$ cat src/rtl/wb_dbg_master_pkg.sv
// Shared constants for the Wishbone debug master.
// Command/status codes, state encoding, byte select helper.
package wb_dbg_master_pkg;

    localparam logic [7:0] CMD_WR  = 8'h01;
    localparam logic [7:0] CMD_RD  = 8'h02;
    localparam logic [7:0] STS_ACK = 8'hA5;
    localparam logic [7:0] STS_ERR = 8'hEE;

    typedef enum logic [2:0] {
        ST_IDLE  = 3'd0,
        ST_ADDR  = 3'd1,
        ST_WDATA = 3'd2,
        ST_BUS   = 3'd3,
        ST_RESP  = 3'd4
    } state_t;

    // Byte i (1..4) of a word, MSB first.
    function automatic logic [7:0] resp_byte(
        input logic [31:0] w,
        input logic [2:0]  i
    );
        case (i)
            3'd1:    return w[31:24];
            3'd2:    return w[23:16];
            3'd3:    return w[15:8];
            default: return w[7:0];
        endcase
    endfunction

endpackage

$ cat src/rtl/wb_dbg_master_if.sv
// Byte streams plus Wishbone master bus.
// master = debug bridge side, slave = host/bus side.
interface wb_dbg_master_if;
    logic [7:0]  rx_data;
    logic        rx_valid;
    logic        rx_ready;
    logic [7:0]  tx_data;
    logic        tx_valid;
    logic        tx_ready;
    logic [31:0] wb_adr_o;
    logic [31:0] wb_dat_o;
    logic [31:0] wb_dat_i;
    logic [3:0]  wb_sel_o;
    logic        wb_we_o;
    logic        wb_cyc_o;
    logic        wb_stb_o;
    logic        wb_ack_i;
    logic        wb_err_i;

    modport master (
        input  rx_data, rx_valid, tx_ready,
        input  wb_dat_i, wb_ack_i, wb_err_i,
        output rx_ready, tx_data, tx_valid,
        output wb_adr_o, wb_dat_o, wb_sel_o,
        output wb_we_o, wb_cyc_o, wb_stb_o
    );

    modport slave (
        output rx_data, rx_valid, tx_ready,
        output wb_dat_i, wb_ack_i, wb_err_i,
        input  rx_ready, tx_data, tx_valid,
        input  wb_adr_o, wb_dat_o, wb_sel_o,
        input  wb_we_o, wb_cyc_o, wb_stb_o
    );
endinterface

$ cat src/rtl/wb_dbg_master.sv
// Byte-stream driven Wishbone debug master.
// Parses read/write commands, runs one bus cycle, streams back status.
module wb_dbg_master
    import wb_dbg_master_pkg::*;
#(
    parameter int unsigned timeout_cycles = 255
) (
    input  logic             clk,
    input  logic             reset_n,
    wb_dbg_master_if.master  bus,
    output logic             busy
);

    localparam logic [15:0] TMO_LAST = 16'(timeout_cycles - 1);

    logic        rst_n;
    state_t      state_q;
    state_t      state_d;
    logic [1:0]  cnt_q;
    logic [2:0]  idx_q;
    logic [15:0] tmo_q;
    logic        we_q;
    logic        cyc_q;
    logic        err_q;
    logic        tx_valid_q;
    logic [7:0]  tx_data_q;
    logic [31:0] adr_q;
    logic [31:0] dat_q;
    logic [31:0] rdat_q;

    logic rx_fire;
    logic tx_fire;
    logic is_cmd;
    logic term;
    logic ack_ok;
    logic tmo_hit;
    logic last_byte;

    assign rx_fire   = bus.rx_valid & bus.rx_ready;
    assign tx_fire   = tx_valid_q & bus.tx_ready;
    assign is_cmd    = (bus.rx_data == CMD_WR) |
                       (bus.rx_data == CMD_RD);
    assign term      = bus.wb_ack_i | bus.wb_err_i;
    assign ack_ok    = bus.wb_ack_i & ~bus.wb_err_i;
    assign tmo_hit   = (tmo_q == TMO_LAST);
    assign last_byte = err_q | we_q | (idx_q == 3'd4);

    // Reset asserts immediately, releases on a clock edge.
    always_ff @(posedge clk or negedge reset_n) begin
        if (!reset_n) rst_n <= 1'b0;
        else          rst_n <= 1'b1;
    end

    // State register.
    always_ff @(posedge clk or negedge rst_n) begin
        if (!rst_n) state_q <= ST_IDLE;
        else        state_q <= state_d;
    end

    // Next-state decode.
    always_comb begin
        state_d = state_q;
        unique case (state_q)
            ST_IDLE:
                if (rx_fire && is_cmd) state_d = ST_ADDR;
            ST_ADDR:
                if (rx_fire && cnt_q == 2'd3)
                    state_d = we_q ? ST_WDATA : ST_BUS;
            ST_WDATA:
                if (rx_fire && cnt_q == 2'd3) state_d = ST_BUS;
            ST_BUS:
                if (term || tmo_hit) state_d = ST_RESP;
            ST_RESP:
                if (tx_fire && last_byte) state_d = ST_IDLE;
            default:
                state_d = ST_IDLE;
        endcase
    end

    // Output decode.
    always_comb begin
        bus.rx_ready = rst_n & ((state_q == ST_IDLE) |
                                (state_q == ST_ADDR) |
                                (state_q == ST_WDATA));
        busy         = (state_q != ST_IDLE);
        bus.wb_cyc_o = cyc_q;
        bus.wb_stb_o = cyc_q;
        bus.wb_sel_o = 4'hf;
        bus.wb_we_o  = we_q;
        bus.wb_adr_o = adr_q;
        bus.wb_dat_o = dat_q;
        bus.tx_valid = tx_valid_q;
        bus.tx_data  = tx_data_q;
    end

    // Command capture, bus cycle and response datapath.
    always_ff @(posedge clk or negedge rst_n) begin
        if (!rst_n) begin
            cnt_q      <= '0;
            idx_q      <= '0;
            tmo_q      <= '0;
            we_q       <= 1'b0;
            cyc_q      <= 1'b0;
            err_q      <= 1'b0;
            tx_valid_q <= 1'b0;
            tx_data_q  <= '0;
            adr_q      <= '0;
            dat_q      <= '0;
            rdat_q     <= '0;
        end else begin
            unique case (state_q)
                ST_IDLE: begin
                    cnt_q <= '0;
                    if (rx_fire && is_cmd)
                        we_q <= (bus.rx_data == CMD_WR);
                end
                ST_ADDR: begin
                    if (rx_fire) begin
                        adr_q <= {adr_q[23:0], bus.rx_data};
                        cnt_q <= cnt_q + 2'd1;
                        if (cnt_q == 2'd3 && !we_q) begin
                            cyc_q <= 1'b1;
                            tmo_q <= '0;
                        end
                    end
                end
                ST_WDATA: begin
                    if (rx_fire) begin
                        dat_q <= {dat_q[23:0], bus.rx_data};
                        cnt_q <= cnt_q + 2'd1;
                        if (cnt_q == 2'd3) begin
                            cyc_q <= 1'b1;
                            tmo_q <= '0;
                        end
                    end
                end
                ST_BUS: begin
                    tmo_q <= tmo_q + 16'd1;
                    if (term || tmo_hit) begin
                        cyc_q      <= 1'b0;
                        err_q      <= ~ack_ok;
                        rdat_q     <= bus.wb_dat_i;
                        idx_q      <= '0;
                        tx_valid_q <= 1'b1;
                        tx_data_q  <= ack_ok ? STS_ACK : STS_ERR;
                    end
                end
                ST_RESP: begin
                    if (tx_fire) begin
                        if (last_byte) begin
                            tx_valid_q <= 1'b0;
                            tx_data_q  <= '0;
                        end else begin
                            idx_q     <= idx_q + 3'd1;
                            tx_data_q <= resp_byte(rdat_q,
                                                   idx_q + 3'd1);
                        end
                    end
                end
                default: ;
            endcase
        end
    end

endmodule

$ cat src/flat_wrapper.sv
// flat-port wrapper written by rule: the top's interface ports become plain ports
module wb_dbg_master_flat import wb_dbg_master_pkg::*;
#(
    parameter int unsigned timeout_cycles = 255
)
  (clk, reset_n, busy, bus_rx_data, bus_rx_valid, bus_tx_ready, bus_wb_dat_i, bus_wb_ack_i, bus_wb_err_i, bus_rx_ready, bus_tx_data, bus_tx_valid, bus_wb_adr_o, bus_wb_dat_o, bus_wb_sel_o, bus_wb_we_o, bus_wb_cyc_o, bus_wb_stb_o);
  wb_dbg_master_if bus_i ();
  input  logic clk;
  input  logic reset_n;
  output logic busy;
  input wire logic [$bits(bus_i.rx_data)-1:0] bus_rx_data;
  input wire logic [$bits(bus_i.rx_valid)-1:0] bus_rx_valid;
  input wire logic [$bits(bus_i.tx_ready)-1:0] bus_tx_ready;
  input wire logic [$bits(bus_i.wb_dat_i)-1:0] bus_wb_dat_i;
  input wire logic [$bits(bus_i.wb_ack_i)-1:0] bus_wb_ack_i;
  input wire logic [$bits(bus_i.wb_err_i)-1:0] bus_wb_err_i;
  output wire logic [$bits(bus_i.rx_ready)-1:0] bus_rx_ready;
  output wire logic [$bits(bus_i.tx_data)-1:0] bus_tx_data;
  output wire logic [$bits(bus_i.tx_valid)-1:0] bus_tx_valid;
  output wire logic [$bits(bus_i.wb_adr_o)-1:0] bus_wb_adr_o;
  output wire logic [$bits(bus_i.wb_dat_o)-1:0] bus_wb_dat_o;
  output wire logic [$bits(bus_i.wb_sel_o)-1:0] bus_wb_sel_o;
  output wire logic [$bits(bus_i.wb_we_o)-1:0] bus_wb_we_o;
  output wire logic [$bits(bus_i.wb_cyc_o)-1:0] bus_wb_cyc_o;
  output wire logic [$bits(bus_i.wb_stb_o)-1:0] bus_wb_stb_o;
  assign bus_i.rx_data = bus_rx_data;
  assign bus_i.rx_valid = bus_rx_valid;
  assign bus_i.tx_ready = bus_tx_ready;
  assign bus_i.wb_dat_i = bus_wb_dat_i;
  assign bus_i.wb_ack_i = bus_wb_ack_i;
  assign bus_i.wb_err_i = bus_wb_err_i;
  assign bus_rx_ready = bus_i.rx_ready;
  assign bus_tx_data = bus_i.tx_data;
  assign bus_tx_valid = bus_i.tx_valid;
  assign bus_wb_adr_o = bus_i.wb_adr_o;
  assign bus_wb_dat_o = bus_i.wb_dat_o;
  assign bus_wb_sel_o = bus_i.wb_sel_o;
  assign bus_wb_we_o = bus_i.wb_we_o;
  assign bus_wb_cyc_o = bus_i.wb_cyc_o;
  assign bus_wb_stb_o = bus_i.wb_stb_o;
  wb_dbg_master #(.timeout_cycles(timeout_cycles)) u_core (.clk(clk), .reset_n(reset_n), .bus(bus_i), .busy(busy));
endmodule
$ cat config.mk
export PLATFORM = sky130hd
export DESIGN_NAME = wb_dbg_master_flat
export DESIGN_NICKNAME = d
export VERILOG_FILES = /design/src/rtl/wb_dbg_master_pkg.sv /design/src/rtl/wb_dbg_master_if.sv /design/src/rtl/wb_dbg_master.sv /design/src/flat_wrapper.sv
export SDC_FILE = /design/constraint.sdc
export NUM_CORES = 1
export LEC_CHECK = 0
export BUFFER_PORTS_ARGS = -buffer_cell sky130_fd_sc_hd__clkbuf_2
export CAP_MARGIN = 20
export CORE_MARGIN = 3
export CORE_UTILIZATION = 40
export CTS_CLUSTER_DIAMETER = 80
export DETAILED_ROUTE_END_ITERATION = 10
export GPL_TIMING_DRIVEN = 0
export HOLD_SLACK_MARGIN = 0.02
export SYNTH_ARGS = -nofsm -noshare
export SYNTH_HDL_FRONTEND = slang
export SYNTH_SLANG_ARGS = --single-unit
export TNS_END_PERCENT = 1
$ cat constraint.sdc
create_clock -name clk -period 5.9 [get_ports clk]
set_clock_uncertainty 0.15 [all_clocks]
set_input_delay 1.77 -clock clk [delete_from_list [all_inputs] [get_ports clk]]
set_output_delay 1.77 -clock clk [all_outputs]
set_load 0.005 [all_outputs]
==> metrics.md <==
| Metric | Value |
|---|---|
| Outcome | `complete, no violations` |
| Vias per cell | `5.106` |
| Ports | `128` |
| Global-route wire length before repair | `21.40 mm` |
| Max frequency | `248.8 MHz` |
| Worst Path Buf+Inv | `3` |
| Period utilization | `68.12%` |
| Total track usage | `about 17%` |
| Final net count | `640` |
| WL final | `roughly 13 mm` |
| Setup TNS | `0 ns` |
| Layout cells sized above 1 | `between 40% and 50%` |
| Cell family with most CP delay | `buffers and inverters` |
| Type of origin of the critical path | `flop` |
| Pre-CTS setup slack | `2.246 ns` |
| Syn Inst Count | `439` |
| Post-cts hold buffer count | `0` |
| Postcts setup bufs | `0` |
| Finished Cell Area | `7338 sq um` |
| Rel. slew slack | `approximately 36%` |
| CTS buffer count | `17` |
| CTS tree | `built` |
| CP max stage delay | `~0.66 ns` |
| Clock latency on the worst-skew pair | `0.42 ns` |
| FF+latch count, synth | `~130` |
| Ys async rst share | `100.0%` |
| Fin crit period | `between 4 and 5 ns` |
| Most area-hungry cell type in the Yosys netlist | `dfrtp_1` |
| Setup Crit Path Kind | `flop to primary output` |
| Lkg Pwr | `3.515 nW` |
| Via count of the first global-routing pass | `approximately 4100` |
| Clock Pin Slew Worst Setup and Hold Paths | `roughly 0.050 ns` |
| Worst-Margin Slew | `0.9599 ns` |
| CP most frequent cell | `buf_16` |
| Critical-path maximum fanout | `63` |
| Initial antenna violation count | `0` |
| Die width | `126.6 um` |
| Seq/Total Area, Yosys | `around 57%` |
| Die ar. | `16020 sq um` |
| Hold Crit Class | `flop to async pin` |
| CP Cell Sequence | `buf_16 > buf_16 > and3_1 > clkbuf_2` |
| Mapped Area | `5814 sq um` |
| Avg Inst Size Synth | `13.24 sq um` |
| VDD IR max | `0.3247 mV` |
| Initial Utilization | `41.41%` |
| CP required | `about 4.0 ns` |
| R2r endpoint | `u_core.bus.wb_adr_o[27]` |
| Setup crit end kind | `primary output` |
| Via count | `roughly 4000` |
| DP HPWL | `9.336 mm` |
| Drt pass-1 iters | `4` |
| CTS-repair resized insts | `0` |
| Drt first-iter violations | `202` |
| Grt total ovfl | `0` |
| Post-DRT Antenna Nets | `0` |
| Sink Count | `133` |
| Slowest CP cell | `dfrtp_4` |
| Number of flops mapped to enable cells by yosys | `0` |
| Power Total | `roughly 3.7 mW` |
| Yosys warns | `0` |
| Area Growth Syn to Fin | `26.21%` |
| Fin cells | `780` |
| Setup-failing EPs final | `0` |
| FILL cells | `1236` |
| Cell depth of the worst flop-to-flop path | `6` |
| Die height | `between 100 and 150 um` |
| Crit path DAT | `2.10 ns` |
| Cell Area, Placed | `6729 sq um` |
| I/O Buffers | `123` |
| Htree depth | `4` |
| Total core area | `14040 sq um` |
| GPL Wtd Cong | `0.8075` |
| Unrepaired setup endpoints after global routing | `false` |
| Synth top area cells | `dfrtp_1 (57%), mux2_2 (16%), mux2_1 (3.1%)` |
| DRC | `0` |
| Placed insts | `748` |
| Largest net degree at the start of global routing | `64` |
| Max-slew violations | `0` |
| Clock buffer depth | `2` |
| Reg2reg setup slack | `2.82 ns` |
| Max cap viols | `0` |
| Diodes inserted | `0` |
| PwrDens | `~510 nW/um^2` |
| Post-synth cell types | `50` |
| Final Hold Viols | `0` |
| Top cell type's share of synthesized area | `57.24%` |
| Row cnt | `43` |
| Reg-to-Reg Start | `u_core.rst_n` |
| Post-route setup slack | `around 1.9 ns` |
| CTS root buf | `clkbuf_16` |
| Main flop type after synthesis | `dfrtp_1` |
| WL/cell | `between 15 and 20 um` |
## registers in the layout, indices dropped and copies added, names as in the netlist
signal,count
u_core.bus.tx_data,8
u_core.bus.tx_valid,1
u_core.bus.wb_adr_o,32
u_core.bus.wb_cyc_o,1
u_core.bus.wb_dat_o,32
u_core.bus.wb_we_o,1
u_core.cnt_q,2
u_core.err_q,1
u_core.idx_q,3
u_core.rdat_q,32
u_core.rst_n,1
u_core.state_q,3
u_core.tmo_q,16
## cell families after synthesis
family	Yosys count	share of synthesized area [%]
simple gates	85	8.134
fa+ha+maj	9	1.851
other cells	1	0.06450
xor+xnor	17	2.561
flops	133	57.24
compound gates	55	6.650
mux	105	20.25
buf+inv	34	3.249
## worst max path at each step
| stage | startpoint | end | slack, ns | cells after the start |
|---|---|---|---|---|
| floorplan | u_core.rst_n | bus_rx_ready | 0.30 | 1 |
| global placement | u_core.rst_n | u_core.bus.wb_adr_o[30] | -1.16 | 4 |
| detailed placement | u_core.rst_n | bus_rx_ready | 2.25 | 4 |
| CTS | u_core.rst_n | bus_rx_ready | 1.80 | 4 |
| global route | u_core.rst_n | bus_rx_ready | 1.67 | 4 |
| finish | u_core.rst_n | bus_rx_ready | 1.88 | 4 |
## cells in the mapped netlist, drive strengths merged (3+ instances only)
library cell,n
nand3,8
nor2b,4
nand2,15
xnor2,5
nor4,3
and4,3
a21oi,9
mux2,101
nor2,20
o21ai,20
mux2i,4
o31ai,3
nor4b,3
a222oi,7
ha,7
and2,3
inv,9
nor3,6
xor2,12
nand4,9
buf,23
dfrtp,133
## report_power, final
part	internal (mW)	switching, mW	leakage (nW)
combinational	0.608	0.521	1.57
clock	0.686	0.394	0.288
sequential	1.27	0.237	1.66
total	2.56	1.15	3.52
## area by class of cell
type | count | area (sq um) | share of cell area (%)
flip-flops and latches | 133 | 3332 | 45.40
plain buffers | 25 | 155.1 | 2.114
inverters | 9 | 33.78 | 0.4604
well taps | 180 | 225.2 | 3.069
multi-input cells | 276 | 2312 | 31.51
clock buffers | 20 | 456.7 | 6.223
clock inverters | 12 | 152.6 | 2.080
repair buffers | 125 | 670.6 | 9.139
## through the flow
step	utilization (%)	hold WS (ns)
floorplan	-	0.3077
finish	52.26	0.1003
global placement	47.50	0.3171
detailed placement	47.92	0.1072
CTS	52.26	0.1154
global route	52.26	0.1376
## metal layers
layer  global-route usage, %  vias up  wire length (um)
li1                        -     1880                 -
met1                   22.36     1995              5799
met2                   26.65       91              6177
met3                   5.305       17               617
met4                   5.363        0               199
met5                       0        -                 0
## cells in the final DEF (no fill, tap or decap), types with 5 or more instances in the layout
cell / synthesis / routed
buf_4: 13 / 13
nor3_1: 6 / 6
ha_1: 7 / 7
dfrtp_1: 133 / 132
nand2_1: 15 / 15
xnor2_1: 5 / 5
buf_2: 10 / 10
nand3_1: 8 / 8
conb_1: 1 / 5
a21oi_1: 8 / 8
clkbuf_2: 0 / 123
clkbuf_16: 0 / 17
nand4_1: 8 / 8
mux2_2: 85 / 85
nor2_1: 20 / 20
o21ai_0: 20 / 20
inv_1: 9 / 9
mux2_1: 16 / 16
xor2_1: 12 / 12
a222oi_1: 7 / 7
Power figures use the tool's default switching activity.
